## config.mk

```make
export PLATFORM = sky130hd
export DESIGN_NAME = vecram_arbiter
export DESIGN_NICKNAME = d
export VERILOG_FILES = /design/src/rtl/vec_pkg.sv /design/src/rtl/vecram_arbiter.sv
export SDC_FILE = /design/constraint.sdc
export NUM_CORES = 1
export LEC_CHECK = 0
export ABC_AREA = 1
export CORE_MARGIN = 2
export CORE_UTILIZATION = 43
export CTS_CLUSTER_DIAMETER = 30
export DETAILED_ROUTE_END_ITERATION = 10
export PLACE_DENSITY = 0.76
export SYNTH_ARGS = -nofsm -noshare
export SYNTH_HDL_FRONTEND = slang
export SYNTH_SLANG_ARGS = --single-unit
export TNS_END_PERCENT = 100
```

## constraint.sdc

```tcl
create_clock -name clk -period 3.1 [get_ports clk]
set_clock_uncertainty 0.15 [all_clocks]
set_input_delay 0.62 -clock clk [delete_from_list [all_inputs] [get_ports clk]]
set_output_delay 0.62 -clock clk [all_outputs]
set_load 0.01 [all_outputs]
```

## src/rtl/vec_pkg.sv

```systemverilog
// Shared types and constants for the vector RAM arbiter.
package vec_pkg;

    typedef enum logic [2:0] {IDLE, CPU_ACC, CPU_RD, AVG_HI, AVG_LO, AVG_FIN} arb_state_t;
    typedef enum logic {GRANT_AVG, GRANT_CPU} grant_t;

    localparam logic [15:0] VEC_BASE   = 16'h2000;
    localparam int          VEC_ADDR_W = 13;
    localparam logic [7:0]  OOR_BYTE   = 8'hFF;

endpackage

```

## src/rtl/vecram_arbiter.sv

```systemverilog
// Round-robin sharing of one single-port vector RAM between the 6502 bus (byte access)
// and the AVG instruction fetcher (16-bit words assembled from two byte reads).
module vecram_arbiter
    import vec_pkg::*;
#(
    parameter int          ADDR_W = VEC_ADDR_W,
    parameter logic [15:0] BASE   = VEC_BASE,
    parameter int          CNT_W  = 16
) (
    input  logic              clk,
    input  logic              rst,
    input  logic              cpu_req,
    input  logic              cpu_we,
    input  logic [15:0]       cpu_addr,
    input  logic [7:0]        cpu_din,
    output logic [7:0]        cpu_dout,
    output logic              cpu_ack,
    input  logic              avg_req,
    input  logic [15:0]       avg_addr,
    output logic [15:0]       avg_inst,
    output logic              avg_valid,
    output logic [ADDR_W-1:0] ram_addr,
    output logic [7:0]        ram_din,
    output logic              ram_we,
    input  logic [7:0]        ram_dout,
    output logic [CNT_W-1:0]  conflicts
);

    arb_state_t        state_q, state_d;
    grant_t            last_q, last_d;
    logic              cpu_pend_q, cpu_pend_d;
    logic              cpu_we_q, cpu_we_d;
    logic              cpu_ok_q, cpu_ok_d;
    logic [ADDR_W-1:0] cpu_addr_q, cpu_addr_d;
    logic [7:0]        cpu_din_q, cpu_din_d;
    logic              avg_ok_q, avg_ok_d;
    logic [ADDR_W-2:0] avg_word_q, avg_word_d;
    logic [7:0]        hi_q, hi_d;
    logic [7:0]        cpu_dout_q, cpu_dout_d;
    logic [15:0]       avg_inst_q, avg_inst_d;
    logic [CNT_W-1:0]  conflicts_q, conflicts_d;

    logic [15:0] cpu_off, avg_off;
    logic        cpu_pending, cpu_served;

    function automatic logic in_range(input logic [15:0] off);
        return (32'(off) >> ADDR_W) == 32'd0;
    endfunction

    assign cpu_off   = cpu_addr - BASE;
    assign avg_off   = avg_addr - BASE;
    assign conflicts = conflicts_q;

    always_comb begin
        state_d     = state_q;
        last_d      = last_q;
        cpu_pend_d  = cpu_pend_q;
        cpu_we_d    = cpu_we_q;
        cpu_ok_d    = cpu_ok_q;
        cpu_addr_d  = cpu_addr_q;
        cpu_din_d   = cpu_din_q;
        avg_ok_d    = avg_ok_q;
        avg_word_d  = avg_word_q;
        hi_d        = hi_q;
        conflicts_d = conflicts_q;
        ram_addr    = '0;
        ram_din     = '0;
        ram_we      = 1'b0;
        cpu_ack     = 1'b0;
        avg_valid   = 1'b0;
        cpu_dout    = cpu_dout_q;
        avg_inst    = avg_inst_q;
        cpu_served  = 1'b0;
        // A strobe in the IDLE cycle is granted straight away; its operands land in the latch at the same edge.
        cpu_pending = cpu_pend_q | cpu_req;

        if (cpu_req) begin
            cpu_pend_d = 1'b1;
            cpu_we_d   = cpu_we;
            cpu_ok_d   = in_range(cpu_off);
            cpu_addr_d = cpu_off[ADDR_W-1:0];
            cpu_din_d  = cpu_din;
        end

        unique case (state_q)
            IDLE: begin
                if (cpu_pending && (!avg_req || last_q == GRANT_AVG)) begin
                    state_d    = CPU_ACC;
                    cpu_served = 1'b1;
                end else if (avg_req) begin
                    state_d    = AVG_HI;
                    avg_ok_d   = in_range(avg_off);
                    avg_word_d = avg_off[ADDR_W-1:1];
                end
            end
            CPU_ACC: begin
                ram_addr   = cpu_addr_q;
                ram_din    = cpu_din_q;
                ram_we     = cpu_we_q & cpu_ok_q;
                cpu_served = 1'b1;
                state_d    = CPU_RD;
            end
            CPU_RD: begin
                if (!cpu_we_q) cpu_dout = cpu_ok_q ? ram_dout : OOR_BYTE;
                cpu_ack    = 1'b1;
                cpu_served = 1'b1;
                if (!cpu_req) cpu_pend_d = 1'b0;
                last_d     = GRANT_CPU;
                state_d    = IDLE;
            end
            AVG_HI: begin
                ram_addr = {avg_word_q, 1'b0};
                state_d  = AVG_LO;
            end
            AVG_LO: begin
                hi_d     = avg_ok_q ? ram_dout : OOR_BYTE;
                ram_addr = {avg_word_q, 1'b1};
                state_d  = AVG_FIN;
            end
            AVG_FIN: begin
                avg_inst  = avg_ok_q ? {hi_q, ram_dout} : {OOR_BYTE, OOR_BYTE};
                avg_valid = 1'b1;
                last_d    = GRANT_AVG;
                state_d   = IDLE;
            end
            default: state_d = IDLE;
        endcase

        cpu_dout_d = cpu_dout;
        avg_inst_d = avg_inst;
        if (cpu_pending && avg_req && !cpu_served && !(&conflicts_q))
            conflicts_d = conflicts_q + 1'b1;
    end

    always_ff @(posedge clk or posedge rst) begin
        if (rst) begin
            state_q     <= IDLE;
            last_q      <= GRANT_AVG;
            cpu_pend_q  <= 1'b0;
            cpu_we_q    <= 1'b0;
            cpu_ok_q    <= 1'b0;
            cpu_addr_q  <= '0;
            cpu_din_q   <= '0;
            avg_ok_q    <= 1'b0;
            avg_word_q  <= '0;
            hi_q        <= '0;
            cpu_dout_q  <= '0;
            avg_inst_q  <= '0;
            conflicts_q <= '0;
        end else begin
            state_q     <= state_d;
            last_q      <= last_d;
            cpu_pend_q  <= cpu_pend_d;
            cpu_we_q    <= cpu_we_d;
            cpu_ok_q    <= cpu_ok_d;
            cpu_addr_q  <= cpu_addr_d;
            cpu_din_q   <= cpu_din_d;
            avg_ok_q    <= avg_ok_d;
            avg_word_q  <= avg_word_d;
            hi_q        <= hi_d;
            cpu_dout_q  <= cpu_dout_d;
            avg_inst_q  <= avg_inst_d;
            conflicts_q <= conflicts_d;
        end
    end

endmodule

```

==> run summary <==
==========================================================================================
Cell count of the worst hold path ...........................................            2
Hold bufs inserted after CTS ................................................            0
Number of nets in the final layout ..........................................          668
Critical path endpoint category ............................................. primary output
Net Sw Power ................................................................      1.59 mW
Initial antenna violation count .............................................            0
Die height ..................................................................       101 um
Number of synthesized register bits .........................................           89
Reg-to-reg endpoint ......................................................... conflicts[13]$_DFFE_PP0P_
Number of sinks on the clock net ............................................           89
Type of the worst setup path ................................................ flop to primary output
Minimum clock period ........................................................      2.97 ns
Element type at the critical path start .....................................         flop
Effective utilization at floorplan ..........................................        0.441
Number of antenna cells inserted ............................................            0
Via count ...................................................................        3,565
Fin crit share ..............................................................        0.959
Share of layout cells above drive strength 1 ................................       0.0743
Worst Hold Path EP .......................................................... avg_word_q[8]$_DFFE_PP0P_
Cell type of the slowest stage on the worst timing path ..................... clkdlybuf4s50_1
Total I/O pin count .........................................................          117
H-Tree Level Count ..........................................................            3
Endpoints failing hold ......................................................            0
Leak ........................................................................      2.51 nW
Estimated wirelength of the detail-placed design ............................      7030 um
Launching point of the worst reg2reg path ................................... conflicts[0]$_DFFE_PP0P_
Number of global-route vias before repair ...................................        3,486
Worst EP required ...........................................................      2.33 ns
Post-synth design cell area ................................................. 0.00408 mm^2
Latest clock arrival within the worst-skew pair .............................      0.35 ns
PD cells ....................................................................  747 mW/mm^2
Setup slack at placement ....................................................     0.329 ns
Remaining global-route overflow .............................................            0
Yosys warnings ..............................................................            0
Max-Slew Margin vs Limit ....................................................        0.623
Post-synthesis share of cell area spent on xor and xnor gates ...............       0.0129
Worst R2R Setup Slack .......................................................      1.21 ns
Site row count ..............................................................           35
Core Region ................................................................. 0.00924 mm^2
TritonCTS clock tree ........................................................         done
Fin worst setup slack .......................................................     0.126 ns
Crit path cell chain ........................................................ inv_2 > nand3_2 > nor2_2 > buf_4 > nor2_1 > a31oi_1 > clkdlybuf4s50_1
Number of buffers inserted during clock tree synthesis ......................            9
Synthesized area per cell ...................................................    8.17 um^2
Wire length of the first global-routing pass ................................    16,300 um
Number of buffers and inverters on the critical path ........................            3
WP data arrival .............................................................      2.20 ns
Share of synthesized area occupied by flip-flops and latches ................        0.546
DRT antenna net count .......................................................            0
Port buffer count ...........................................................          115
Largest family of logic cells by synthesized area ........................... simple AND/OR/NAND/NOR gates
Min-Delay Startpoint ........................................................ avg_word_q[8]$_DFFE_PP0P_
Vias per cell ...............................................................         4.77
Adder and majority cell fraction of the synthesized area ....................      0.00307
Part of the power in the clock network ......................................        0.187
Longest Clk Path Bufs .......................................................            2
Family with the most delay on the worst path ................................ buffers and inverters
Clock root buffer ...........................................................     clkbuf_8
Number of DRC violations after detailed-routing iteration 0 .................           89
Mux contribution to synthesized area ........................................            0
Worst reg-to-reg path cell count ............................................            9
Yosys cell types ............................................................           30
Peak clock frequency supported by timing ....................................      336 MHz
Area of the multi-input gates ............................................... 0.00155 mm^2
Transition time at the pin with the least slew margin .......................     0.566 ns
Largest net degree at the start of global routing ...........................           55
Syn Nets ....................................................................          553
Slowest Stage Delay on Critical Path ........................................      0.57 ns
Clock edge transition at the registers on the reported setup and hold paths .      0.10 ns
Die Area ....................................................................  0.0103 mm^2
Switching part of the total power ...........................................        0.379
Number of cells produced by synthesis .......................................          499
Detail-routed net length per standard cell ..................................      12.8 um
Fraction of the mapped netlist area in simple logic gates ...................        0.253
Share of the synthesized area in compound gates (AO/OA/AOI/OAI) .............        0.109
Maximum Capacitance Violations ..............................................            0
Post-route DRC violation count ..............................................            0
Width of the die ............................................................       101 um
Internal Pwr Total ..........................................................      2.60 mW
Portion of total power attributed to sequential cells .......................        0.405
Routability cong. ...........................................................        0.820
Total track usage ...........................................................        0.197
Outcome ..................................................................... finished clean
Number of pins with negative max-slew slack in the final report .............            0
Sequential cell area ........................................................ 0.00223 mm^2
Path type of the worst min-delay path ....................................... flop to flop
Peak supply drop ............................................................       386 uV
Combinational share of power ................................................        0.408
Worst Path Max Fanout .......................................................           16
Wire length reported by the detailed router .................................      9610 um
Layout-stage area growth over the synthesis result ..........................        37.5%
Power, Total ................................................................      4.19 mW
Number of fill cells ........................................................          804
Pre-Repair DR Iteration Count ...............................................            4
Setup violation total in the final timing report ............................            0
==========================================================================================
## layout by cell type, fill, tap and decap left out, drive strengths merged
cell / instances
xor2: 3
a21oi: 2
dlymetal6s2s: 3
dfrtp: 89
nand4: 5
clkdlybuf4s50: 112
nand3b: 1
a31oi: 24
nand2: 150
a311oi: 1
clkinv: 7
nor3: 3
o32ai: 1
ha: 1
buf: 8
inv: 60
nor2: 62
clkbuf: 9
nand3: 22
xnor2: 3
o21ai: 53
## worst max path at each step
stage | start | to | depth (start not counted)
2_1_floorplan | rst | avg_inst_q[0]$_DFF_PP0_ | 1
3_3_place_gp | ram_dout[2] | avg_inst[2] | 4
3_5_place_dp | ram_dout[2] | cpu_dout[2] | 4
4_1_cts | state_q[2]$_DFFE_PP0P_ | cpu_dout[2] | 7
5_1_grt | state_q[0]$_DFFE_PP0P_ | cpu_dout[3] | 7
6_report | state_q[0]$_DFFE_PP0P_ | cpu_dout[3] | 7
## Yosys cell counts (all sizes together)
cell / number / area [um^2]
a21oi: 2 / 10.0
a311oi: 1 / 8.76
a31oi: 24 / 150
buf: 7 / 40.0
clkbuf: 12 / 45.0
clkinv: 2 / 7.51
dfrtp: 89 / 2230
ha: 1 / 12.5
inv: 58 / 218
nand2: 150 / 573
nand3: 22 / 133
nand3b: 1 / 7.51
nand4: 5 / 31.3
nor2: 62 / 262
nor3: 3 / 25.0
o21ai: 53 / 265
o32ai: 1 / 8.76
xnor2: 3 / 26.3
xor2: 3 / 26.3
## power by group through the flow
stage          sequential, mW  combinational, mW  clock [mW]
6_report                 1.70               1.71       0.781
5_1_grt                  1.73               1.90       0.858
4_1_cts                  1.69               1.72       0.809
3_5_place_dp             1.71               1.72           0
3_3_place_gp             1.70               1.69           0
2_1_floorplan            1.65              0.950           0
## sequential cells by signal, indices dropped and copies added, names as in the netlist
register / count
avg_inst_q: 16
cpu_addr_q: 13
avg_ok_q: 1
conflicts: 16
cpu_we_q: 1
cpu_pend_q: 1
state_q: 3
cpu_ok_q: 1
hi_q: 8
last_q: 1
avg_word_q: 12
cpu_dout_q: 8
cpu_din_q: 8
## metrics by stage
stage / setup TNS, ns / cells / hold WS, ns / util / cell area, um^2
detailed placement: 0 / 732 / 0.312 / 0.583 / 5380
floorplan: 0 / 499 / 0.292 / - / 4080
CTS: 0 / 748 / 0.336 / 0.605 / 5590
global route: -0.00197 / 748 / 0.354 / 0.607 / 5610
global placement: 0 / 732 / 0.304 / 0.583 / 5380
finish: 0 / 748 / 0.336 / 0.607 / 5610
## cell families after synthesis
| family | Yosys count |
|---|---|
| AOI/OAI and AO/OA | 81 |
| buffers and inverters | 79 |
| xor gates and xnor gates | 6 |
| DFF | 89 |
| and+or+nand+nor | 243 |
| adders and majority gates | 1 |
## area by class of cell
cell class,instances,share of cell area
inverter,60,0.0404
clock buffer,9,0.0221
tap,129,0.0288
multi-input combinational,331,0.277
sequential,89,0.398
clock inverter,7,0.0141
timing repair buffer,123,0.220
## routing by layer
metal / vias up / GRT usage / share of wire
met5: - / 0 / 0
met4: 0 / 0.0489 / 0.0097
met3: 9 / 0.0511 / 0.058
met2: 94 / 0.320 / 0.47
met1: 1651 / 0.266 / 0.46
li1: 1811 / - / -
## worst register-to-register path, delay by kind of cell, from the launching register on
kind | cells | cell delay [ns]
flops | 1 | 0.49
fa+ha+maj | 1 | 0.23
buf+inv | 2 | 0.22
simple gates | 6 | 0.73
## repair_timing
action / in CTS / in global routing
setup endpoints to repair: 0 / 36
gates resized for setup: 0 / 9
setup buffers: 0 / 0
endpoints found under the hold margin: 0 / 0
No activity file was read; power rests on OpenSTA's default activity.
